[src/rtl/program_loader_pkg.sv]
// Shared constants for the Brainfuck program path: loader FSM encoding,
// the eight command bytes and the program terminator.
package program_loader_pkg;

    localparam logic [1:0] S_IDLE = 2'd0;
    localparam logic [1:0] S_LOAD = 2'd1;
    localparam logic [1:0] S_TERM = 2'd2;
    localparam logic [1:0] S_DONE = 2'd3;

    localparam logic [7:0] C_PLUS  = 8'h2B;
    localparam logic [7:0] C_MINUS = 8'h2D;
    localparam logic [7:0] C_LEFT  = 8'h3C;
    localparam logic [7:0] C_RIGHT = 8'h3E;
    localparam logic [7:0] C_OPEN  = 8'h5B;
    localparam logic [7:0] C_CLOSE = 8'h5D;
    localparam logic [7:0] C_OUT   = 8'h2E;
    localparam logic [7:0] C_IN    = 8'h2C;

    localparam logic [7:0] C_TERM = 8'h00;

endpackage

[src/rtl/program_loader_if.sv]
// Source-byte handshake plus program-memory write port of the loader.
// A byte transfers on a rising edge where i_valid && o_ready; the source holds
// i_data while i_valid is high and not yet accepted, o_ready never depends on i_valid.
interface program_loader_if #(
    parameter int c_addr_width = 8,
    parameter int c_data_width = 8
);
    logic                    i_valid;
    logic [7:0]              i_data;
    logic                    o_ready;
    logic                    o_mem_enable;
    logic [c_addr_width-1:0] o_mem_addr;
    logic [c_data_width-1:0] o_mem_data;

    modport master (
        output i_valid, i_data,
        input  o_ready, o_mem_enable, o_mem_addr, o_mem_data
    );

    modport slave (
        input  i_valid, i_data,
        output o_ready, o_mem_enable, o_mem_addr, o_mem_data
    );
endinterface

[src/rtl/program_loader_classify.sv]
// Combinational Brainfuck byte classifier: command membership and bracket kind.
module bf_cmd_classify
    import program_loader_pkg::*;
(
    input  logic [7:0] byte_i,
    output logic       is_cmd_o,
    output logic       is_open_o,
    output logic       is_close_o
);
    assign is_open_o  = (byte_i == C_OPEN);
    assign is_close_o = (byte_i == C_CLOSE);
    assign is_cmd_o   = (byte_i == C_PLUS)  || (byte_i == C_MINUS) ||
                        (byte_i == C_LEFT)  || (byte_i == C_RIGHT) ||
                        (byte_i == C_OUT)   || (byte_i == C_IN)    ||
                        is_open_o || is_close_o;
endmodule

[src/rtl/program_loader.sv]
// Filters a Brainfuck byte stream into program memory, appends the 0x00
// terminator and reports length, overflow and bracket-balance status.
module program_loader
    import program_loader_pkg::*;
#(
    parameter int c_addr_width = 8,
    parameter int c_data_width = 8,
    parameter int c_nest_width = 8
) (
    input  logic                    i_clock,
    input  logic                    i_reset_n,
    input  logic                    i_start,
    program_loader_if.slave         bus,
    output logic                    o_busy,
    output logic                    o_done,
    output logic [c_addr_width-1:0] o_length,
    output logic                    o_err_overflow,
    output logic                    o_err_bracket,
    output logic [1:0]              o_state
);
    localparam logic [c_addr_width-1:0] C_MAX = '1;

    logic [1:0]              state_q, state_d;
    logic [c_addr_width-1:0] count_q, count_d;
    logic [c_nest_width-1:0] nest_q, nest_d;
    logic [c_addr_width-1:0] length_q, length_d;
    logic                    ovf_q, ovf_d;
    logic                    brk_q, brk_d;
    logic                    ready_q, busy_q, done_q;
    logic                    mem_en_q, mem_en_d;
    logic [c_addr_width-1:0] mem_addr_q, mem_addr_d;
    logic [c_data_width-1:0] mem_data_q, mem_data_d;

    logic is_cmd, is_open, is_close, accept, go_term;

    bf_cmd_classify u_classify (
        .byte_i     (bus.i_data),
        .is_cmd_o   (is_cmd),
        .is_open_o  (is_open),
        .is_close_o (is_close)
    );

    assign accept = bus.i_valid && ready_q;

    always_comb begin
        state_d    = state_q;
        count_d    = count_q;
        nest_d     = nest_q;
        length_d   = length_q;
        ovf_d      = ovf_q;
        brk_d      = brk_q;
        mem_en_d   = 1'b0;
        mem_addr_d = mem_addr_q;
        mem_data_d = mem_data_q;
        go_term    = 1'b0;
        case (state_q)
            S_IDLE, S_DONE: begin
                if (i_start) begin
                    state_d  = S_LOAD;
                    count_d  = '0;
                    nest_d   = '0;
                    length_d = '0;
                    ovf_d    = 1'b0;
                    brk_d    = 1'b0;
                end
            end
            S_LOAD: begin
                if (accept) begin
                    if (bus.i_data == C_TERM) begin
                        go_term = 1'b1;
                    end else if (is_cmd) begin
                        if (count_q == C_MAX) begin
                            ovf_d   = 1'b1;
                            go_term = 1'b1;
                        end else begin
                            mem_en_d   = 1'b1;
                            mem_addr_d = count_q;
                            mem_data_d = c_data_width'(bus.i_data);
                            count_d    = count_q + 1'b1;
                            if (is_open) begin
                                if (&nest_q) brk_d = 1'b1;
                                else         nest_d = nest_q + 1'b1;
                            end
                            if (is_close) begin
                                if (nest_q == '0) brk_d = 1'b1;
                                else              nest_d = nest_q - 1'b1;
                            end
                        end
                    end
                end
                // Terminator strobe is issued on entry so it lands in the TERM cycle.
                if (go_term) begin
                    state_d    = S_TERM;
                    mem_en_d   = 1'b1;
                    mem_addr_d = count_q;
                    mem_data_d = '0;
                end
            end
            S_TERM: begin
                length_d = count_q;
                if (nest_q != '0) brk_d = 1'b1;
                state_d = S_DONE;
            end
            default: state_d = S_IDLE;
        endcase
    end

    always_ff @(posedge i_clock or negedge i_reset_n) begin
        if (!i_reset_n) begin
            state_q    <= S_IDLE;
            count_q    <= '0;
            nest_q     <= '0;
            length_q   <= '0;
            ovf_q      <= 1'b0;
            brk_q      <= 1'b0;
            ready_q    <= 1'b0;
            busy_q     <= 1'b0;
            done_q     <= 1'b0;
            mem_en_q   <= 1'b0;
            mem_addr_q <= '0;
            mem_data_q <= '0;
        end else begin
            state_q    <= state_d;
            count_q    <= count_d;
            nest_q     <= nest_d;
            length_q   <= length_d;
            ovf_q      <= ovf_d;
            brk_q      <= brk_d;
            ready_q    <= (state_d == S_LOAD);
            busy_q     <= (state_d == S_LOAD) || (state_d == S_TERM);
            done_q     <= (state_d == S_DONE);
            mem_en_q   <= mem_en_d;
            mem_addr_q <= mem_addr_d;
            mem_data_q <= mem_data_d;
        end
    end

    assign bus.o_ready      = ready_q;
    assign bus.o_mem_enable = mem_en_q;
    assign bus.o_mem_addr   = mem_addr_q;
    assign bus.o_mem_data   = mem_data_q;
    assign o_busy           = busy_q;
    assign o_done           = done_q;
    assign o_length         = length_q;
    assign o_err_overflow   = ovf_q;
    assign o_err_bracket    = brk_q;
    assign o_state          = state_q;
endmodule

[src/flat_wrapper.sv]
// flat-port wrapper written by rule: the top's interface ports become plain ports
module program_loader_flat import program_loader_pkg::*;
#(
    parameter int c_addr_width = 8,
    parameter int c_data_width = 8,
    parameter int c_nest_width = 8
)
  (i_clock, i_reset_n, i_start, o_busy, o_done, o_length, o_err_overflow, o_err_bracket, o_state, bus_i_valid, bus_i_data, bus_o_ready, bus_o_mem_enable, bus_o_mem_addr, bus_o_mem_data);
  program_loader_if #(.c_addr_width(c_addr_width), .c_data_width(c_data_width)) bus_i ();
  input  logic i_clock;
  input  logic i_reset_n;
  input  logic i_start;
  output logic o_busy;
  output logic o_done;
  output logic [c_addr_width-1:0] o_length;
  output logic o_err_overflow;
  output logic o_err_bracket;
  output logic [1:0] o_state;
  input wire logic [$bits(bus_i.i_valid)-1:0] bus_i_valid;
  input wire logic [$bits(bus_i.i_data)-1:0] bus_i_data;
  output wire logic [$bits(bus_i.o_ready)-1:0] bus_o_ready;
  output wire logic [$bits(bus_i.o_mem_enable)-1:0] bus_o_mem_enable;
  output wire logic [$bits(bus_i.o_mem_addr)-1:0] bus_o_mem_addr;
  output wire logic [$bits(bus_i.o_mem_data)-1:0] bus_o_mem_data;
  assign bus_i.i_valid = bus_i_valid;
  assign bus_i.i_data = bus_i_data;
  assign bus_o_ready = bus_i.o_ready;
  assign bus_o_mem_enable = bus_i.o_mem_enable;
  assign bus_o_mem_addr = bus_i.o_mem_addr;
  assign bus_o_mem_data = bus_i.o_mem_data;
  program_loader #(.c_addr_width(c_addr_width), .c_data_width(c_data_width), .c_nest_width(c_nest_width)) u_core (.i_clock(i_clock), .i_reset_n(i_reset_n), .i_start(i_start), .bus(bus_i), .o_busy(o_busy), .o_done(o_done), .o_length(o_length), .o_err_overflow(o_err_overflow), .o_err_bracket(o_err_bracket), .o_state(o_state));
endmodule
[config.mk]
export PLATFORM = sky130hd
export DESIGN_NAME = program_loader_flat
export DESIGN_NICKNAME = d
export VERILOG_FILES = /design/src/rtl/program_loader_pkg.sv /design/src/rtl/program_loader_if.sv /design/src/rtl/program_loader_classify.sv /design/src/rtl/program_loader.sv /design/src/flat_wrapper.sv
export SDC_FILE = /design/constraint.sdc
export NUM_CORES = 1
export LEC_CHECK = 0
export CORE_ASPECT_RATIO = 0.5
export CORE_MARGIN = 2
export CORE_UTILIZATION = 50
export CTS_CLUSTER_DIAMETER = 100
export DETAILED_ROUTE_END_ITERATION = 12
export DONT_BUFFER_PORTS = 1
export SLEW_MARGIN = 15
export SYNTH_ARGS = -nofsm -noshare
export SYNTH_HDL_FRONTEND = slang
export SYNTH_SLANG_ARGS = --single-unit
[constraint.sdc]
create_clock -name i_clock -period 5.7 [get_ports i_clock]
set_clock_uncertainty 0.15 [all_clocks]
set_input_delay 1.425 -clock i_clock [delete_from_list [all_inputs] [get_ports i_clock]]
set_output_delay 1.425 -clock i_clock [all_outputs]
set_load 0.005 [all_outputs]
==> results.md <==
- The run finished with clean final reports.
- The path with the worst hold slack has its endpoint at u_core.o_err_overflow$_DFFE_PN0P_.
- The power density over the cells is approximately 350 nW/um^2.
- In this run the standard cell core region covers 5000 um^2.
- By area, the combinational part of the netlist is dominated by simple AND/OR/NAND/NOR gates.
- The final-layout setup total negative slack is 0 ns.
- Yosys mapped the design onto 50 distinct sky130hd cell types.
- The endpoint identified for the worst register-to-register timing path is u_core.nest_q[4]$_DFFE_PN0P_.
- The critical hold path startpoint is u_core.o_err_overflow$_DFFE_PN0P_.
- The routed design could run at a clock period as short as approximately 3.7 ns.
- The number of global-route vias before repair is 1,898.
- The net count of the finished layout is 277.
- The count of max-cap constraint violations is 0.
- The setup check on the worst reg-to-reg path leaves a slack of between 2 and 3 ns.
- In this run switching power makes up about a third of total power.
- The synthesized design contains 0 enable-type register cells.
- The sequential cell area is 1200 um^2.
- The launching element of the worst setup path is bus_i_data[0].
- The upper clock frequency limit is 267 MHz.
- The number of levels the H-tree was split into is 2.
- For this run, the total global-route usage over all layers was measured as around a fifth.
- The post-synthesis area per instance is 9.87 um^2.
- Summed over all instances, the cell type with the most area after synthesis is sky130_fd_sc_hd__dfrtp_1.
- Cell internal power was estimated by the tool at 0.643 mW.
- The number of warning messages in the yosys log is 0.
- In this run the biggest area consumer among cell types represents about 46% of the synthesized area.
- After technology mapping, the gate count stands at roughly 270.
- The multi-input combinational cell area is between 1000 and 1500 um^2.
- The count of nets left with antenna violations once routing finished came out at 0.
- The share of synthesized registers carrying an async set or reset is 100%.
- The number of buffers on the longest clock path is 2.
- The number of gates resized after cts is 0.
- The root buffer selected by CTS is sky130_fd_sc_hd__clkbuf_8.
- Entering global routing, the biggest net connects 49 pins.
- The part of the Yosys area used for sequential elements is about 46%.
- The total congestion overflow is 0.
- The die span in x is ~110 um.
- The critical path endpoint category is a flop.
- The maximum vdd ir drop is between 0.00015 and 0.0002 V.
- The clock share of power is between 30% and 40%.
- The static leakage is 1.19 nW.
- The multiplexer share of the synthesized area is roughly 4.7%.
- The clock latency of the later-clocked register in the worst-skew pair is a little over 0.3 ns.
- In this run, CTS created clock tree buffers numbering 5.
- After clock tree synthesis, the clock-pin slew on the worst setup and hold paths is 0.09 ns.
- The first detailed-routing pass ran for 5 iterations.
- Summed over all nets, the switching power comes to approximately 0.32 mW.
- The area share of xor/xnor cells in the synthesized design is approximately 3.7%.
- In the layout the commonest cells are sky130_fd_sc_hd__dfrtp_1 (48), sky130_fd_sc_hd__nand3_1 (25), sky130_fd_sc_hd__nor2_1 (22), sky130_fd_sc_hd__inv_1 (18), sky130_fd_sc_hd__nand2_1 (18).
- 44 I/O pins were placed.
- The path class of the lowest-slack min-delay path is reg -> reg.
- STA puts the critical path data required time at between 5 and 6 ns.
- The total setup buffers inserted after CTS is 0.
- The clock sink count is between 40 and 50.
- The share of total power in sequential cells is between 40% and 50%.
- The depth of the worst hold-timing path is 2.
- In this run the tightest slew margin relative to its limit is just over 30%.
- The final worst-path cycle share is between 60% and 70%.
- The synthesized flop and latch total is 48.
- The synthesized-area fraction occupied by ao, oa, aoi and oai cells is a little over an eighth.
- For the pin with the worst max-slew slack, the measured transition is 1.04 ns.
- Setup violations remaining at the end of the flow were counted as 0.
- Detailed placement finished with a half-perimeter wire length of 4110 um.
- The worst hold margin is 0.388 ns.
- The CTS tree is done.
- Of the total synthesized cell area, the portion taken by AND, OR, NAND and NOR gates is a little under a quarter.
- The worst endpoint data arrival time is 3.85 ns.
- In the final routed layout, each cell accounts on average for between 15 and 20 um.
- The biggest fanout along the worst timing path is 16.
- The total number of vias is roughly 2,000.
- The synthesized-area fraction occupied by adder cells is approximately 2.8%.
- The worst register-to-register path begins at u_core.o_state[0]$_DFF_PN0_.
- The first global-routing pass estimated 9840 um of wire.
- The number of antenna violations at the first check in global routing is 0.
- The critical path is of the in -> reg type.
- Counting the fill cells in the layout gives about 460.
- The most used flip-flop cell after synthesis is sky130_fd_sc_hd__dfrtp_1.
- After detailed routing, the total wire length is 5900 um.
- The congestion estimate from routability-driven global placement came to around 0.84.
- The DRC violations left is 0.
- Setup repair after global routing left no endpoint under its margin.
- The repair_antennas step left the layout with diodes totalling 0.
- The length in cells of the worst reg-to-reg path is 8.
- Combinational logic burns ~22% of the power.
- The max-slew violation count is 0.
- In the routed layout, each cell is associated on average with a via count of 5.98.
- Compared with the post-synthesis result, the final layout area differs by 4.75%.
- The effective utilization at floorplan is between 50% and 60%.
- The die is about 55 um tall.
- In this run, post-CTS hold repair placed 0 buffers.
- STA classifies the critical path startpoint as an input pin.
- By area the synthesized netlist is led by sky130_fd_sc_hd__dfrtp_1 (46%), sky130_fd_sc_hd__nand3_1 (4.7%), sky130_fd_sc_hd__xnor2_1 (3.7%).
- The quantity of I/O buffers inserted on ports is 0.
- The hold violation total from the final report came to 0.
- The total die area is just under 6000 um^2.
- The synthesized netlist net count is ~290.
- The placement row count is 18.
- The DRC marker count from the first detailed-route iteration is 161.
- The fraction of final layout cells sized beyond drive strength 1 is around a tenth.
- The area of the mapped netlist is approximately 2600 um^2.
- The most common library cell in the layout ignoring fill and taps is sky130_fd_sc_hd__dfrtp_1.
Yosys cell counts (3+ instances only):
| library cell | instances |
|---|---|
| sky130_fd_sc_hd__xnor2_1 | 11 |
| sky130_fd_sc_hd__ha_1 | 6 |
| sky130_fd_sc_hd__nand2_1 | 18 |
| sky130_fd_sc_hd__a22o_1 | 6 |
| sky130_fd_sc_hd__dfrtp_1 | 48 |
| sky130_fd_sc_hd__mux2_2 | 4 |
| sky130_fd_sc_hd__nor4_1 | 4 |
| sky130_fd_sc_hd__nor2_1 | 22 |
| sky130_fd_sc_hd__buf_6 | 5 |
| sky130_fd_sc_hd__o21ai_0 | 16 |
| sky130_fd_sc_hd__buf_2 | 5 |
| sky130_fd_sc_hd__nor3_1 | 3 |
| sky130_fd_sc_hd__and3_1 | 3 |
| sky130_fd_sc_hd__a211oi_1 | 4 |
| sky130_fd_sc_hd__clkbuf_1 | 5 |
| sky130_fd_sc_hd__nand3_1 | 25 |
| sky130_fd_sc_hd__or3_1 | 3 |
| sky130_fd_sc_hd__a31oi_1 | 4 |
| sky130_fd_sc_hd__o211ai_1 | 3 |
| sky130_fd_sc_hd__nand4_1 | 9 |
| sky130_fd_sc_hd__inv_1 | 18 |
| sky130_fd_sc_hd__a21oi_1 | 6 |
| sky130_fd_sc_hd__mux2_4 | 4 |
state kept, by name, indices dropped and copies added, names as in the netlist, 2 cells and up:
signal,flops
u_core.o_state,2
u_core.count_q,8
u_core.o_length,8
u_core.bus.o_mem_addr,8
u_core.nest_q,8
u_core.bus.o_mem_data,8
metal layers:
| metal | GRT usage, % | routed length, um |
|---|---|---|
| met5 | 0 | 0 |
| met4 | 3.90 | 38 |
| met3 | 7.56 | 450 |
| met2 | 27.0 | 2350 |
| met1 | 34.1 | 3060 |
worst max-delay path, cell delays in order:
cell and delay [ns]:
sky130_fd_sc_hd__and4_1 0.18, sky130_fd_sc_hd__and4b_1 0.37, sky130_fd_sc_hd__nor4bb_4 0.96, sky130_fd_sc_hd__or3_1 0.23
sky130_fd_sc_hd__nand4_1 0.17, sky130_fd_sc_hd__a22oi_1 0.21, sky130_fd_sc_hd__ha_1 0.25, sky130_fd_sc_hd__inv_1 0.05
area by class of cell:
cell class,instances,area share [%]
Clock inverter,3,2.49
Inverter,18,2.45
Multi-Input combinational cell,186,45.9
Clock buffer,5,2.49
Tap cell,70,3.17
Sequential cell,48,43.5
logic make-up (layout without fill, tap and decap cells):
group / count (synthesis) / count (layout)
buf+inv: 33 / 26
compound gates: 52 / 52
mux: 10 / 10
simple gates: 107 / 107
flops: 48 / 48
xor+xnor: 11 / 11
fa+ha+maj: 6 / 6
stage by stage:
step	area, um^2	utilization [%]	total power, mW	cells	setup WS [ns]
2_1_floorplan	2640	-	0.621	267	2.43
3_3_place_gp	2620	52.5	0.663	322	1.73
3_5_place_dp	2620	52.5	0.667	322	1.68
4_1_cts	2760	55.2	0.970	330	2.00
5_1_grt	2760	55.2	1.02	330	1.78
6_report	2760	55.2	0.966	330	1.95
worst max-delay path by stage:
stage	endpoint	slack, ns
2_1_floorplan	u_core.o_busy$_DFF_PN0_	2.43
3_3_place_gp	u_core.o_busy$_DFF_PN0_	1.73
3_5_place_dp	u_core.o_busy$_DFF_PN0_	1.68
4_1_cts	u_core.o_busy$_DFF_PN0_	2.00
5_1_grt	u_core.o_busy$_DFF_PN0_	1.78
6_report	u_core.o_busy$_DFF_PN0_	1.95
power by group through the flow:
stage	Clock [mW]	Combinational, mW	Sequential [mW]
floorplan	0	0.190	0.431
global placement	0	0.210	0.453
detailed placement	0	0.213	0.454
CTS	0.308	0.215	0.448
global route	0.324	0.246	0.455
finish	0.302	0.217	0.447
Power figures use the tool's default switching activity.
